$ cat config.mk
export PLATFORM = sky130hd
export DESIGN_NAME = i4001_rom
export DESIGN_NICKNAME = d
export VERILOG_FILES = /design/src/rtl/i4001_rom_pkg.sv /design/src/rtl/i4001_mem.sv /design/src/rtl/i4001_rom.sv
export SDC_FILE = /design/constraint.sdc
export NUM_CORES = 2
export LEC_CHECK = 0
export CAP_MARGIN = 20
export CORE_MARGIN = 10
export CORE_UTILIZATION = 40
export DETAILED_ROUTE_END_ITERATION = 8
export PLACE_DENSITY = 0.68
export SETUP_SLACK_MARGIN = 0.3
export SYNTH_ARGS = -nofsm -noshare
export SYNTH_HDL_FRONTEND = slang
export SYNTH_SLANG_ARGS = --single-unit
$ cat constraint.sdc
create_clock -name cp2 -period 2.75 [get_ports cp2]
set_input_delay 0.4125 -clock cp2 [delete_from_list [all_inputs] [get_ports cp2]]
set_output_delay 0.4125 -clock cp2 [all_outputs]
set_load 0.02 [all_outputs]
$ cat src/rtl/i4001_rom_pkg.sv
// Shared definitions for the 4001 ROM model: instruction phases and I/O opcode constants.
package i4001_rom_pkg;

   typedef enum logic [3:0] {
      PH_IDLE,
      PH_A1,
      PH_A2,
      PH_A3,
      PH_M1,
      PH_M2,
      PH_X1,
      PH_X2,
      PH_X3
   } phase_t;

   localparam logic [3:0] OP_IO  = 4'hE;
   localparam logic [3:0] FN_WRR = 4'h2;
   localparam logic [3:0] FN_RDR = 4'hA;

   // A low sync always restarts at A1, whatever phase we believed we were in.
   function automatic phase_t next_phase(input phase_t ph, input logic sync);
      phase_t nxt;
      nxt = PH_IDLE;
      if (!sync) begin
         nxt = PH_A1;
      end else begin
         case (ph)
            PH_IDLE: nxt = PH_IDLE;
            PH_A1:   nxt = PH_A2;
            PH_A2:   nxt = PH_A3;
            PH_A3:   nxt = PH_M1;
            PH_M1:   nxt = PH_M2;
            PH_M2:   nxt = PH_X1;
            PH_X1:   nxt = PH_X2;
            PH_X2:   nxt = PH_X3;
            PH_X3:   nxt = PH_IDLE;
            default: nxt = PH_IDLE;
         endcase
      end
      return nxt;
   endfunction

endpackage

$ cat src/rtl/i4001_mem.sv
// 256 x 8 program store: synchronous write port for loading, asynchronous read for fetch.
module i4001_mem (
   input  logic       clk,
   input  logic       we,
   input  logic [7:0] waddr,
   input  logic [7:0] wdata,
   input  logic [7:0] raddr,
   output logic [7:0] rdata
);

   logic [7:0] mem [256];

   always_ff @(posedge clk) begin
      if (we) begin
         mem[waddr] <= wdata;
      end
   end

   assign rdata = mem[raddr];

endmodule

$ cat src/rtl/i4001_rom.sv
// 4001 ROM + I/O port: tracks the CPU instruction phases, drives fetched nibbles and
// services SRC/WRR/RDR on its own 4-bit port.
//
// state   | meaning
// --------+------------------------------------------------------------
// PH_IDLE | waiting for sync low
// PH_A1   | bus carries address bits [3:0]
// PH_A2   | bus carries address bits [7:4]
// PH_A3   | bus carries bank number; cm_rom marks a ROM bank select
// PH_M1   | opcode high nibble (driven by us when selected)
// PH_M2   | opcode low nibble (driven by us when selected)
// PH_X1   | execute, nothing for this chip
// PH_X2   | SRC chip nibble / WRR data / RDR port read
// PH_X3   | execute, CPU pulls sync low here
import i4001_rom_pkg::*;

module i4001_rom #(
   parameter logic [3:0] CHIP_ID = 4'h0
) (
   input  logic       cp2,
   input  logic       reset,
   input  logic       sync,
   input  logic       cm_rom,
   input  logic [3:0] data_in,
   output logic [3:0] data_out,
   output logic       data_oe,
   input  logic [3:0] io_in,
   output logic [3:0] io_out,
   input  logic       prog_we,
   input  logic [7:0] prog_addr,
   input  logic [7:0] prog_data
);

   phase_t     phase;
   logic [7:0] addr;
   logic [3:0] bank;
   logic       sel;
   logic [3:0] opr_snoop;
   logic [3:0] opa_snoop;
   logic       io_cyc;
   logic       src_sel;
   logic [3:0] io_q;
   logic [7:0] rom_word;

   i4001_mem u_mem (
      .clk   (cp2),
      .we    (prog_we),
      .waddr (prog_addr),
      .wdata (prog_data),
      .raddr (addr),
      .rdata (rom_word)
   );

   always_ff @(posedge cp2) begin
      if (reset) begin
         phase     <= PH_IDLE;
         addr      <= 8'h00;
         bank      <= 4'h0;
         sel       <= 1'b0;
         opr_snoop <= 4'h0;
         opa_snoop <= 4'h0;
         io_cyc    <= 1'b0;
         src_sel   <= 1'b0;
         io_q      <= 4'h0;
      end else begin
         phase <= next_phase(phase, sync);
         // An early sync low abandons the current instruction without touching any latch.
         if (sync) begin
            case (phase)
               PH_A1: addr[3:0] <= data_in;
               PH_A2: addr[7:4] <= data_in;
               PH_A3: begin
                  bank <= data_in;
                  sel  <= cm_rom && (data_in == CHIP_ID);
               end
               PH_M1: opr_snoop <= data_in;
               PH_M2: begin
                  opa_snoop <= data_in;
                  io_cyc    <= cm_rom && (opr_snoop == OP_IO) &&
                               ((data_in == FN_WRR) || (data_in == FN_RDR));
               end
               PH_X2: begin
                  // A chip select at X2 wins over any pending port write.
                  if (cm_rom) begin
                     src_sel <= (data_in == CHIP_ID);
                  end else if (io_cyc && (opa_snoop == FN_WRR) && src_sel) begin
                     io_q <= data_in;
                  end
               end
               default: ;
            endcase
         end
      end
   end

   always_comb begin
      data_oe  = 1'b0;
      data_out = 4'h0;
      case (phase)
         PH_M1: begin
            if (sel && (bank == CHIP_ID)) begin
               data_oe  = 1'b1;
               data_out = rom_word[7:4];
            end
         end
         PH_M2: begin
            if (sel && (bank == CHIP_ID)) begin
               data_oe  = 1'b1;
               data_out = rom_word[3:0];
            end
         end
         PH_X2: begin
            if (io_cyc && (opa_snoop == FN_RDR) && src_sel) begin
               data_oe  = 1'b1;
               data_out = io_in;
            end
         end
         default: ;
      endcase
   end

   assign io_out = io_q;

endmodule
# Word-level counts from Yosys, hierarchy flattened
# Memory sizes are Yosys's and may differ from the RTL's.
# Index checks and enable logic that the tools add are counted.
# classes
n_eq_ne,11
bitwise_logic,2
n_mux,10
n_reduce_logical,20
# op_table
operator,count
"equality test 4 x 2 -> 1 bit, second input constant",4
"equality test 4 x 3 -> 1 bit, second input constant",3
"equality test 4 bit, second input constant",3
two-way mux 4 bit,3
one-hot mux 4 bit (3 select lines),1
AND reduction 2 bit,5
logical AND 1 bit,8
zero test 4 bit,2
two-way mux 1 bit,5
"equality test 4 x 1 -> 1 bit, second input constant",1
AND reduction 4 bit,1
OR reduction 2 bit,2
AND reduction 3 bit,1
NOT 1 bit,2
one-hot mux 1 bit (2 select lines),1
logical OR 1 bit,1
# word_totals
mem_bits_rw,2048
word_cells,56
mem_count,2
out_inout_bits,9
romBits,64
inputBits,29
reg_bits,31
# mem_list
name,words,width,read_ports,rd_clocked_by_memory_dff,wr,line_no,text
u_mem.mem,256,8,1,0,1,i4001_mem.sv:11,logic [7:0] mem [256];
(no name shown),16,4,1,0,0,i4001_rom_pkg.sv:27,case (ph)

# Depth between registers and ports, before layout
# logic_depth
ltp_word,5
ltp_mapped,13

# Modules after synthesis
# A second synthesis with hierarchy kept.
# unflattened
hier_cells,3869
hier_area_um2,80847.5
# by_module_without_submodules
mod,n_inst,seq_area_each_um2,area_each_um2,cells_each
i4001_mem,1,61499.0,79396.1,3725
i4001_rom,1,620.6,1451.4,144

# Worst setup path after synthesis
# OpenSTA, ideal clock, no wires.
# synth_path
kind,register to output
from,reg addr[1]
to,out data_out[1]
required_ps,2338
path_slack_ps,-326
path_stages_with_launch,13
arrival_time_ps,2664
cell_sequence,dfxtp_1 buf_4 buf_6 buf_2 clkinv_1 buf_4 buf_2 mux2i_1 a32oi_1 a21oi_1 a41oi_1 o41ai_1 o41ai_1
# synth_between
elab_chain_len,3
# synth_rtl
element,line_no,text
start: declaration,i4001_rom.sv:35,logic [7:0] addr;
start signal: assignment,i4001_rom.sv:70,PH_A1: addr[3:0] <= data_in;
memory (256 x 8 bit) (*),n/a,
two-way mux 4 bit (on tied branches),"i4001_rom.sv:107, i4001_rom.sv:101",
one-hot mux 4 bit (3 select lines) (*),i4001_rom.sv:99,case (phase)
end: declaration,i4001_rom.sv:25,"output logic [3:0] data_out,"
# Every way passes the cells marked *; elsewhere a longest branch is shown, timed or not.

# Final worst setup path
# layout_path
from,reg addr[0]
to,out data_out[3]
# Same word-level chain as after synthesis.

==> impl_metrics.env <==
export IMPL_cts_buffers=197
export IMPL_grt_overflow=0
export IMPL_portBuffers=37
export IMPL_synth_edf_count=2048
export IMPL_pre_cts_ws_ns=-1.45
export IMPL_violations="negative setup slack"
export IMPL_start_kind="flip-flop"
export IMPL_final_instance_count_excl_fill=7704
export IMPL_dp_cells=7271
export IMPL_ys_types=69
export IMPL_grt_pass1_vias=44000
export IMPL_synth_top_family_by_area="multiplexers"
export IMPL_nNetsFinal=4894
export IMPL_drv_slew=0
export IMPL_first_pass_iters=5
export IMPL_netlist_instances=3987
export IMPL_grt_usage=0.197
export IMPL_power_density_nw_per_um2=657
export IMPL_dieHeight_um=471
export IMPL_worstMarginPinSlew_ns=0.931
export IMPL_cp_arrival_ns=4.14
export IMPL_place_hpwl_mm=145
export IMPL_finalWorstSetupSlack_ns=-1.80
export IMPL_final_cell_mix="edfxtp_1, buf_4, mux4_2"
export IMPL_areaGrowthSynthToFinish_pct=21.2
export IMPL_grt_pass1_wl_mm=320
export IMPL_drive_gt1_frac=0.344
export IMPL_drt_iter0_drc=6264
export IMPL_critical_path_class="flip-flop to primary output"
export IMPL_critical_path_cell_chain="buf_8, buf_8, buf_16, buf_12, buf_8, mux4_2, a21oi_2, o211ai_1, a31oi_2, buf_4, a311o_1, o311ai_4, buf_6"
export IMPL_fin_crit_sh=1.66
export IMPL_design_area_um2=98800
export IMPL_crit_family="compound AO/OA/AOI/OAI gates"
export IMPL_gp_congestion=0.912
export IMPL_min_to="u_mem.mem[211][5]$_DFFE_PP_"
export IMPL_r2r_start="phase[3]$_SDFF_PP0_"
export IMPL_synth_largest_area_cell="edfxtp_1"
export IMPL_synth_compound_area_share=0.0285
export IMPL_syn_area_um2=81500
export IMPL_h_tree_depth=4
export IMPL_max_freq_ghz=0.220
export IMPL_cp_required_ns=2.34
export IMPL_final_common_cell="edfxtp_1"
export IMPL_r2r_slack_ns=0.93
export IMPL_holdPathStages=1
export IMPL_ant_nets=0
export IMPL_hold_path_class="primary input to flip-flop"
export IMPL_ys_seq_area_frac=0.762
export IMPL_avgRoutedWirePerCell_um=29.3
export IMPL_crit_path_max_fanout=8
export IMPL_hold_violations=0
export IMPL_synthFlopType="edfxtp_1"
export IMPL_skew_ns=0.0368
export IMPL_max_stage_delay_ns=0.59
export IMPL_synthTopCellsByArea="edfxtp_1, mux4_2, mux2i_1"
export IMPL_yosys_warnings=0
export IMPL_rows=165
export IMPL_synth_seq_cells=2079
export IMPL_min_delay_start="prog_data[5]"
export IMPL_postSynth_asyncResetShare=0
export IMPL_run_status="complete, but fails checks"
export IMPL_synthMuxAreaShare=0.154
export IMPL_r2r_end="addr[4]$_SDFFE_PP0P_"
export IMPL_synthAdderAreaFrac=0.000768
export IMPL_grt_max_degree=105
export IMPL_crit_buf_inv=7
export IMPL_crit_path_end_kind="primary output"
export IMPL_power_w=0.0649
export IMPL_leakagePower_nw=31.7
export IMPL_peakVddDrop_v=0.000653
export IMPL_remaining_drc_errors=0
export IMPL_yosys_area_share_simple=0.0343
export IMPL_reg2reg_depth=6
export IMPL_vias=44600
export IMPL_setup_viol=4
export IMPL_rsz0062_at_grt="true"
export IMPL_viasPerCell=5.79
export IMPL_fp_dieArea_um2=222000
export IMPL_die_w_um=471
export IMPL_antenna_found_initial=5
export IMPL_cts_clk_slew_worst_paths_ns=0.06
export IMPL_fillCellCount=16100
export IMPL_timing_hold_ws_ns=0.139
export IMPL_avgSynthCellArea_um2=20.4
export IMPL_maxCapViolCount=0
export IMPL_wirelength_mm=225
export IMPL_synth_top_area_frac=0.755
export IMPL_cts_root_buffer="clkbuf_16"
export IMPL_cts_tree="yes"
export IMPL_io_pins=38
export IMPL_clock_latency_ns=0.84
export IMPL_start_util=0.402
export IMPL_syn_num_nets=4021
export IMPL_crit_slowest_cell="o211ai_1"
export IMPL_cts_sinks=2079
export IMPL_crit_top_cell="buf_8"
export IMPL_synth_xor_area_frac=0
export IMPL_finalCriticalPeriod_ns=4.55
export IMPL_slew_headroom=0.379
export IMPL_place_area_um2=91200
export IMPL_cts_max_path_buffers=3
export IMPL_core_um2=203000
-- logic make-up after synthesis --
kind of cell    Yosys count
flops                  2079
mux                     675
simple gates            643
compound gates          329
buf+inv                 256
fa+ha+maj                 5
-- Yosys cell counts (15+ instances only) --
master / instances
nor2b_1: 33
nand3_1: 74
edfxtp_1: 2048
buf_2: 62
buf_8: 15
a22oi_1: 50
buf_4: 29
dfxtp_1: 31
nor3_1: 18
a211oi_1: 15
o221ai_1: 42
mux2i_1: 204
nor2_1: 327
nand2_1: 123
mux4_2: 447
nand4_1: 21
and2_1: 16
o21ai_0: 26
a21oi_1: 59
o22ai_1: 46
buf_6: 34
clkbuf_1: 91
-- metrics by stage --
stage,util,setup TNS [ns]
after CTS,0.485,-7.03
final,0.488,-6.89
after global routing,0.488,-6.98
after global placement,0.450,-5.16
after detailed placement,0.450,-5.45
after floorplan,-,-0.148
-- worst max-delay path by stage --
stage | startpoint | endpoint | cells past startpoint
6_report | addr[0]$_SDFFE_PP0P_ | data_out[3] | 13
5_1_grt | addr[0]$_SDFFE_PP0P_ | data_out[0] | 13
4_1_cts | addr[0]$_SDFFE_PP0P_ | data_out[0] | 13
3_5_place_dp | addr[0]$_SDFFE_PP0P_ | data_out[1] | 11
3_3_place_gp | addr[0]$_SDFFE_PP0P_ | data_out[1] | 11
2_1_floorplan | addr[0]$_SDFFE_PP0P_ | data_out[2] | 10
-- timing repair --
| action | CTS | global route |
|---|---|---|
| endpoints found under the setup margin | 5 | 5 |
| resized for setup | 81 | 62 |
| hold buffers | 2 | 0 |
| setup buffers | 25 | 26 |
| pin swaps | 17 | 22 |
| endpoints found under the hold margin | 20 | 0 |
| cloned | 3 | 6 |
-- final cells by class --
cell class / instances / area [um^2] / share of cell area
Clock inverter: 121 / 1170 / 0.0119
Multi-Input combinational cell: 1652 / 18100 / 0.184
Inverter: 9 / 40.0 / 0.000405
Sequential cell: 2079 / 62100 / 0.629
Timing Repair Buffer: 921 / 8750 / 0.0886
Clock buffer: 248 / 5210 / 0.0528
Antenna cell: 2 / 5.00 / 0.0000506
Tap cell: 2672 / 3340 / 0.0338
-- sequential cells by signal (all words and copies together), names as in the netlist --
| register | cells |
|---|---|
| opr_snoop | 4 |
| bank | 4 |
| addr | 8 |
| phase | 4 |
| io_cyc | 1 |
| src_sel | 1 |
| u_mem.mem | 2048 |
| sel | 1 |
| io_out | 4 |
| opa_snoop | 4 |
-- report_power, final --
part / total [W] / internal (W) / switching [W]
registers: 0.0349 / 0.0348 / 0.0000301
logic: 0.00306 / 0.00122 / 0.00184
clock network: 0.0270 / 0.0152 / 0.0118
-- per-layer routing --
layer,up-vias,global-route usage,part of all wire
met4,4,0.0779,0.041
met3,408,0.0458,0.11
met5,-,0,0.00011
li1,18200,-,-
met1,23300,0.266,0.38
met2,2711,0.308,0.47
Note: power is estimated with default switching activity, not from simulation.
